## src/rtl/elevator_shaft_timer.sv

```systemverilog
`default_nettype none
// ============================================================================
// Module   : elevator_shaft_timer
// Purpose  : Loadable saturating up-counter with a terminal-count flag at a run-time limit.
// Revision : 1.0 - initial release
// ============================================================================
module elevator_shaft_timer #(
    parameter int MAX_COUNT = 7,
    parameter int CW        = $clog2(MAX_COUNT + 1)
) (
    input  logic          clock,
    input  logic          reset_n,
    input  logic          load,
    input  logic          enable,
    input  logic [CW-1:0] load_value,
    input  logic [CW-1:0] limit,
    output logic [CW-1:0] count,
    output logic          terminal
);

    always_ff @(posedge clock or negedge reset_n) begin
        if (!reset_n) begin
            count <= '0;
        end else if (load) begin
            count <= load_value;
        end else if (enable && (count != CW'(MAX_COUNT))) begin
            count <= count + CW'(1);
        end
    end

    assign terminal = enable && (count == limit);

endmodule
`default_nettype wire

```

## config.mk

```make
export PLATFORM = sky130hd
export DESIGN_NAME = elevator_shaft_timer
export DESIGN_NICKNAME = d
export VERILOG_FILES = /design/src/rtl/elevator_shaft_timer.sv
export SDC_FILE = /design/constraint.sdc
export NUM_CORES = 1
export LEC_CHECK = 0
export CAP_MARGIN = 40
export CORE_AREA = 2 2 39 41
export DETAILED_ROUTE_END_ITERATION = 8
export DIE_AREA = 0 0 41 43
export GPL_ROUTABILITY_DRIVEN = 0
export SYNTH_ARGS = -nofsm -noshare
export SYNTH_HDL_FRONTEND = slang
export SYNTH_SLANG_ARGS = --single-unit
```

## constraint.sdc

```tcl
create_clock -name clock -period 4 [get_ports clock]
set_input_delay 0.8 -clock clock [delete_from_list [all_inputs] [get_ports clock]]
set_output_delay 0.8 -clock clock [all_outputs]
set_load 0.02 [all_outputs]
```

==> results of run 1 <==
kinds of logic after synthesis:
| group | share of synthesized area, % |
|---|---|
| adders and majority gates | 10.9 |
| buffers and inverters | 3.28 |
| and+or+nand+nor | 28.4 |
| xor gates and xnor gates | 11.5 |
| AOI/OAI and AO/OA | 13.1 |
| DFF | 32.8 |
layer usage:
layer / routed length [um] / vias to the layer above / track usage (%)
li1: - / 116 / -
met2: 222 / 14 / 8.13
met3: 78 / 2 / 0.524
met4: 18 / 0 / 10.0
met5: 0 / - / 0
met1: 220 / 91 / 9.00
report_power, final:
| part | internal [mW] | switching (mW) | total, mW |
|---|---|---|---|
| clock | 0.0375 | 0.0168 | 0.0542 |
| combinational | 0.0267 | 0.0182 | 0.0448 |
| sequential | 0.0347 | 0.00605 | 0.0408 |
| total | 0.0988 | 0.0410 | 0.140 |
worst paths after layout:
check | from | to | slack (ps) | depth (start not counted)
setup / recovery | limit[1] | terminal | 1040 | 4
hold / removal | count[1] | count[1] | 650 | 2
setup reg to reg | count[0] | count[0] | 2450 | 4
hold reg to reg | count[1] | count[1] | 650 | 2
max in group asynchronous | reset_n | count[0] | 3120 | 1
min in group asynchronous | reset_n | count[2] | 750 | 1
critical path, cell delays in order:
cell and delay [ps]:
clkdlybuf4s50_1 470, xnor2_1 110, and4_1 190, clkdlybuf4s50_1 590
through the flow:
stage                     cell area (sq um)  std cells  hold slack (ps)  utilization (%)  power, mW
after floorplan                         229         22              504                -     0.0621
after global placement                  379         51              662             27.4     0.0864
after global routing                    405         55              712             29.3      0.150
final                                   405         55              650             29.3      0.140
after CTS                               405         55              655             29.3      0.143
after detailed placement                379         51              650             27.4     0.0869
layout make-up:
class / count / area, sq um
multi-input cells: 17 / 146
inverters: 2 / 7.51
flip-flops and latches: 3 / 75.1
well taps: 16 / 20.0
clock buffers: 4 / 26.3
fillers: 153 / 978
repair buffers: 13 / 130
placed cells by master (no fill, tap or decap):
master / Yosys / final
xnor2_1: 3 / 3
ha_1: 2 / 2
nand2_1: 3 / 3
and4_1: 1 / 1
or4b_1: 1 / 1
nand4bb_1: 2 / 2
nand2b_1: 1 / 1
clkdlybuf4s50_1: 0 / 13
o311ai_0: 2 / 2
inv_1: 2 / 2
nor2b_1: 1 / 1
o211ai_2: 1 / 1
clkbuf_4: 0 / 3
dfrtp_1: 3 / 3
clkbuf_1: 0 / 1
==> run_results.csv, run 1 <==
group,metric,value,unit
clock_tree,htree_levels,1,
die,core_region_area,0.00138,sq mm
yosys,synth_fp_nets,34,
clock_tree,cts-hold-fix-buffers,0,
route,drc_errors,0,
yosys,synth_commonest_cells,"dfrtp_1, nand2_1, xnor2_1",
cells_and_area,n_antenna_cell,0,
sta,min_period_over_period,74.1,%
cells_and_area,largestRegisters,"count x3",
yosys,synth_seq_cells,3,
global_route,antenna_found_initial,0,
setup_path,end_kind,"output port",
global_route,grt_overflow_total,0,
cells_and_area,regMostFlops,"count",
placement,place_hpwl,411,um
run,maxCapViolCount,0,
setup_path,start_kind,"input port",
status,status,"finished clean",
global_route,grt_pass1_wl,752,um
yosys,synth.top_cell.area_share,32.8,%
cells_and_area,nets,52,
placement,portBuffers,13,
die,initial_core_util,16.5,%
yosys,ys_types,12,
setup_path,worstPathArrival,2160,ps
yosys,yosysSeqAreaShare,32.8,%
yosys,synth_warnings,0,
sta,setup_tns,0,ps
die,die_w,41,um
power_and_ir_drop,ir_drop,0.0758,mV
route,drtAntennaViolNets,0,
clock_tree,clock_latency,230,ps
yosys,ys_top_cells_by_area,"dfrtp_1, xnor2_1, ha_1",
global_route,track_usage,7.03,%
clock_tree,clk_pin_slew,40,ps
yosys,ys.flop_type,"dfrtp_1",
power_and_ir_drop,leakagePower,0.163,nW
cells_and_area,areaGrowthSynthToFinish,77.0,%
yosys,synth_cells,22,
setup_path,worst-path-max-fanout,1,
clock_tree,cts_buffer_depth,2,
clock_tree,clock-sinks,3,
sta,rsz0062_at_grt,"no",
yosys,syn-mean-instance-area,10.4,sq um
yosys,synth_area,229,sq um
sta,worstMarginPinSlew,298,ps
sta,fin_skew,0.196,ps
route,vias,223,
yosys,yosys.area.top_type,"dfrtp_1",
yosys,async_reset_ff_share,100,%
sta,finalHoldViolations,0,
route,via_per_inst,4.05,
setup_path,criticalPathCategory,"input port to output port",
route,wl_per_cell,9.80,um
global_route,grt_max_degree,10,
global_route,grt_pass1_vias,201,
route,drtIter0Drc,0,
sta,period_needed,2960,ps
clock_tree,cts_root_buf,"clkbuf_4",
placement,dp_slack,1040,ps
sta,max_freq,0.337,GHz
die,fp-row-count,14,
cells_and_area,largest_reg_flops,3,
clock_tree,cts_resized,0,
clock_tree,cts_buffers,3,
setup_path,required,3200,ps
route,wl,539,um
sta,finalSetupViolations,0,
worst_hold_path,min_path_type,"register to register",
die,io_pins,14,
die,die_h,43,um
sta,maxSlewHeadroom,79.9,%
die,dieArea,0.00176,sq mm
cells_and_area,drive_gt1_share,10.3,%
sta,slew_violations,0,
clock_tree,cts_tree,"yes",
route,dr.pass1.iters,1,
clock_tree,cts_setup_buffers,0,
power_and_ir_drop,power_density,345,mW/mm^2
yosys,synth_edf_count,0,
sta,worst_slack,1040,ps
Note: power is estimated with default switching activity, not from simulation.
==> run 2, diff against run 1 <==
clock period = 2.8 ns   (was 4 ns; I/O delays follow)
==> run_results.csv, run 2 (synthesis gave the netlist of run 1 again) <==
group,metric,value,unit
setup_path,criticalPathCategory,"input port to output port",
global_route,grt_overflow_total,0,
setup_path,max_stage_delay,600,ps
cells_and_area,nets,52,
route,drtAntennaViolNets,0,
clock_tree,cts_buffer_depth,2,
worst_hold_path,min_path_type,"input port to asynchronous set/reset pin",
route,wl,550,um
setup_path,regToRegSetupSlack,1250,ps
global_route,antenna_found_initial,0,
setup_path,worst-path-max-fanout,1,
die,core_region_area,0.00138,sq mm
clock_tree,clock-sinks,3,
die,die_w,41,um
cells_and_area,drive_gt1_share,10.3,%
clock_tree,clk_pin_slew,40,ps
die,dieArea,0.00176,sq mm
cells_and_area,final_cells,55,
cells_and_area,largestRegisters,"count x3",
route,drc_errors,0,
placement,placed_area,379,sq um
sta,fin_skew,0.383,ps
setup_path,end_kind,"output port",
global_route,track_usage,7.33,%
setup_path,start_kind,"input port",
cells_and_area,regMostFlops,"count",
placement,place_hpwl,425,um
setup_path,crit_path_frequent_cell,"clkdlybuf4s50_1",
cells_and_area,final_common_cell,"clkdlybuf4s50_1",
power_and_ir_drop,ir_drop,0.110,mV
sta,slew_violations,0,
power_and_ir_drop,power_density,493,mW/mm^2
placement,portBuffers,13,
global_route,grt_pass1_vias,208,
setup_path,reg2regPathDepth,4,
clock_tree,clock_latency,230,ps
setup_path,worstPathArrival,1930,ps
placement,placed_cells,51,
route,dr.pass1.iters,4,
setup_path,required,2240,ps
route,vias,231,
status,status,"finished clean",
die,io_pins,14,
route,wl_per_cell,10.0,um
clock_tree,cts_tree,"yes",
cells_and_area,n_antenna_cell,0,
sta,setup_tns,0,ps
die,initial_core_util,16.5,%
clock_tree,htree_levels,1,
setup_path,reg2reg_to,"count[0]",
clock_tree,cts_setup_buffers,0,
sta,finalSetupViolations,0,
clock_tree,cts_root_buf,"clkbuf_4",
sta,max_freq,0.401,GHz
die,fp-row-count,14,
setup_path,reg2reg_from,"count[0]",
sta,finalHoldViolations,0,
route,via_per_inst,4.20,
power_and_ir_drop,leakagePower,0.163,nW
setup_path,crit_path_start,"limit[1]",
setup_path,crit_chain,"clkdlybuf4s50_1 -> xnor2_1 -> and4_1 -> clkdlybuf4s50_1",
sta,min_period_over_period,89.0,%
die,die_h,43,um
cells_and_area,layout_common_cells,"clkdlybuf4s50_1, xnor2_1, nand2_1, clkbuf_4, dfrtp_1",
clock_tree,cts_resized,0,
cells_and_area,final_cell_area,405,sq um
cells_and_area,areaGrowthSynthToFinish,77.0,%
clock_tree,cts-hold-fix-buffers,0,
global_route,grt_max_degree,10,
global_route,grt_pass1_wl,800,um
sta,maxSlewHeadroom,79.4,%
setup_path,cp_slowest_cell,"clkdlybuf4s50_1",
clock_tree,cts_buffers,3,
run,maxCapViolCount,0,
route,drtIter0Drc,2,
power_and_ir_drop,p_total,200,uW
sta,rsz0062_at_grt,"no",
sta,worstMarginPinSlew,305,ps
cells_and_area,largest_reg_flops,3,
sta,worst_hold_slack,505,ps
sta,period_needed,2490,ps
-- run 2: cell counts in the layout (fill, tap and decap cells not counted) --
Identical to the previous run, type by type.
-- run 2: worst max-delay path, delay by kind of cell --
| kind | cells | cell delay, ps |
|---|---|---|
| buffers and inverters | 2 | 1070 |
| XOR/XNOR | 1 | 110 |
| AND/OR/NAND/NOR | 1 | 190 |
-- run 2: final cells by class --
cell class              instances  area (sq um)
fillers                       154           978
well taps                      16          20.0
inverters                       2          7.51
multi-input cells              17           146
clock buffers                   4          26.3
flip-flops and latches          3          75.1
repair buffers                 13           130
-- run 2: per-layer routing --
| metal | up-vias | global-route usage (%) | share of wire, % |
|---|---|---|---|
| met3 | 2 | 0.524 | 13 |
| met2 | 14 | 9.06 | 38 |
| met1 | 97 | 9.00 | 46 |
| met4 | 0 | 10.0 | 3.3 |
| met5 | - | 0 | 0 |
| li1 | 118 | - | - |
-- run 2: power by group --
part           internal, mW  switching (mW)  leakage, nW
sequential           0.0496         0.00922       0.0363
combinational        0.0383          0.0257        0.111
clock                0.0535          0.0237       0.0150
-- run 2: worst max-delay path by stage --
stage,to,slack (ps),cells past startpoint
after floorplan,terminal,1250,2
after global placement,terminal,320,4
after detailed placement,terminal,310,4
after CTS,terminal,300,4
after global routing,terminal,230,4
final,terminal,310,4
-- run 2: per-stage QoR --
stage                     utilization [%]  setup slack, ps
after detailed placement             27.4              306
after floorplan                         -             1250
after global placement               27.4              318
final                                29.3              308
after CTS                            29.3              300
after global routing                 29.3              229
==> run 3, diff against run 2 <==
CTS_CLUSTER_SIZE = 30   (was default)
==> results of run 3 <==
No change in the layout: final DEF, timing and power equal those of run 2.
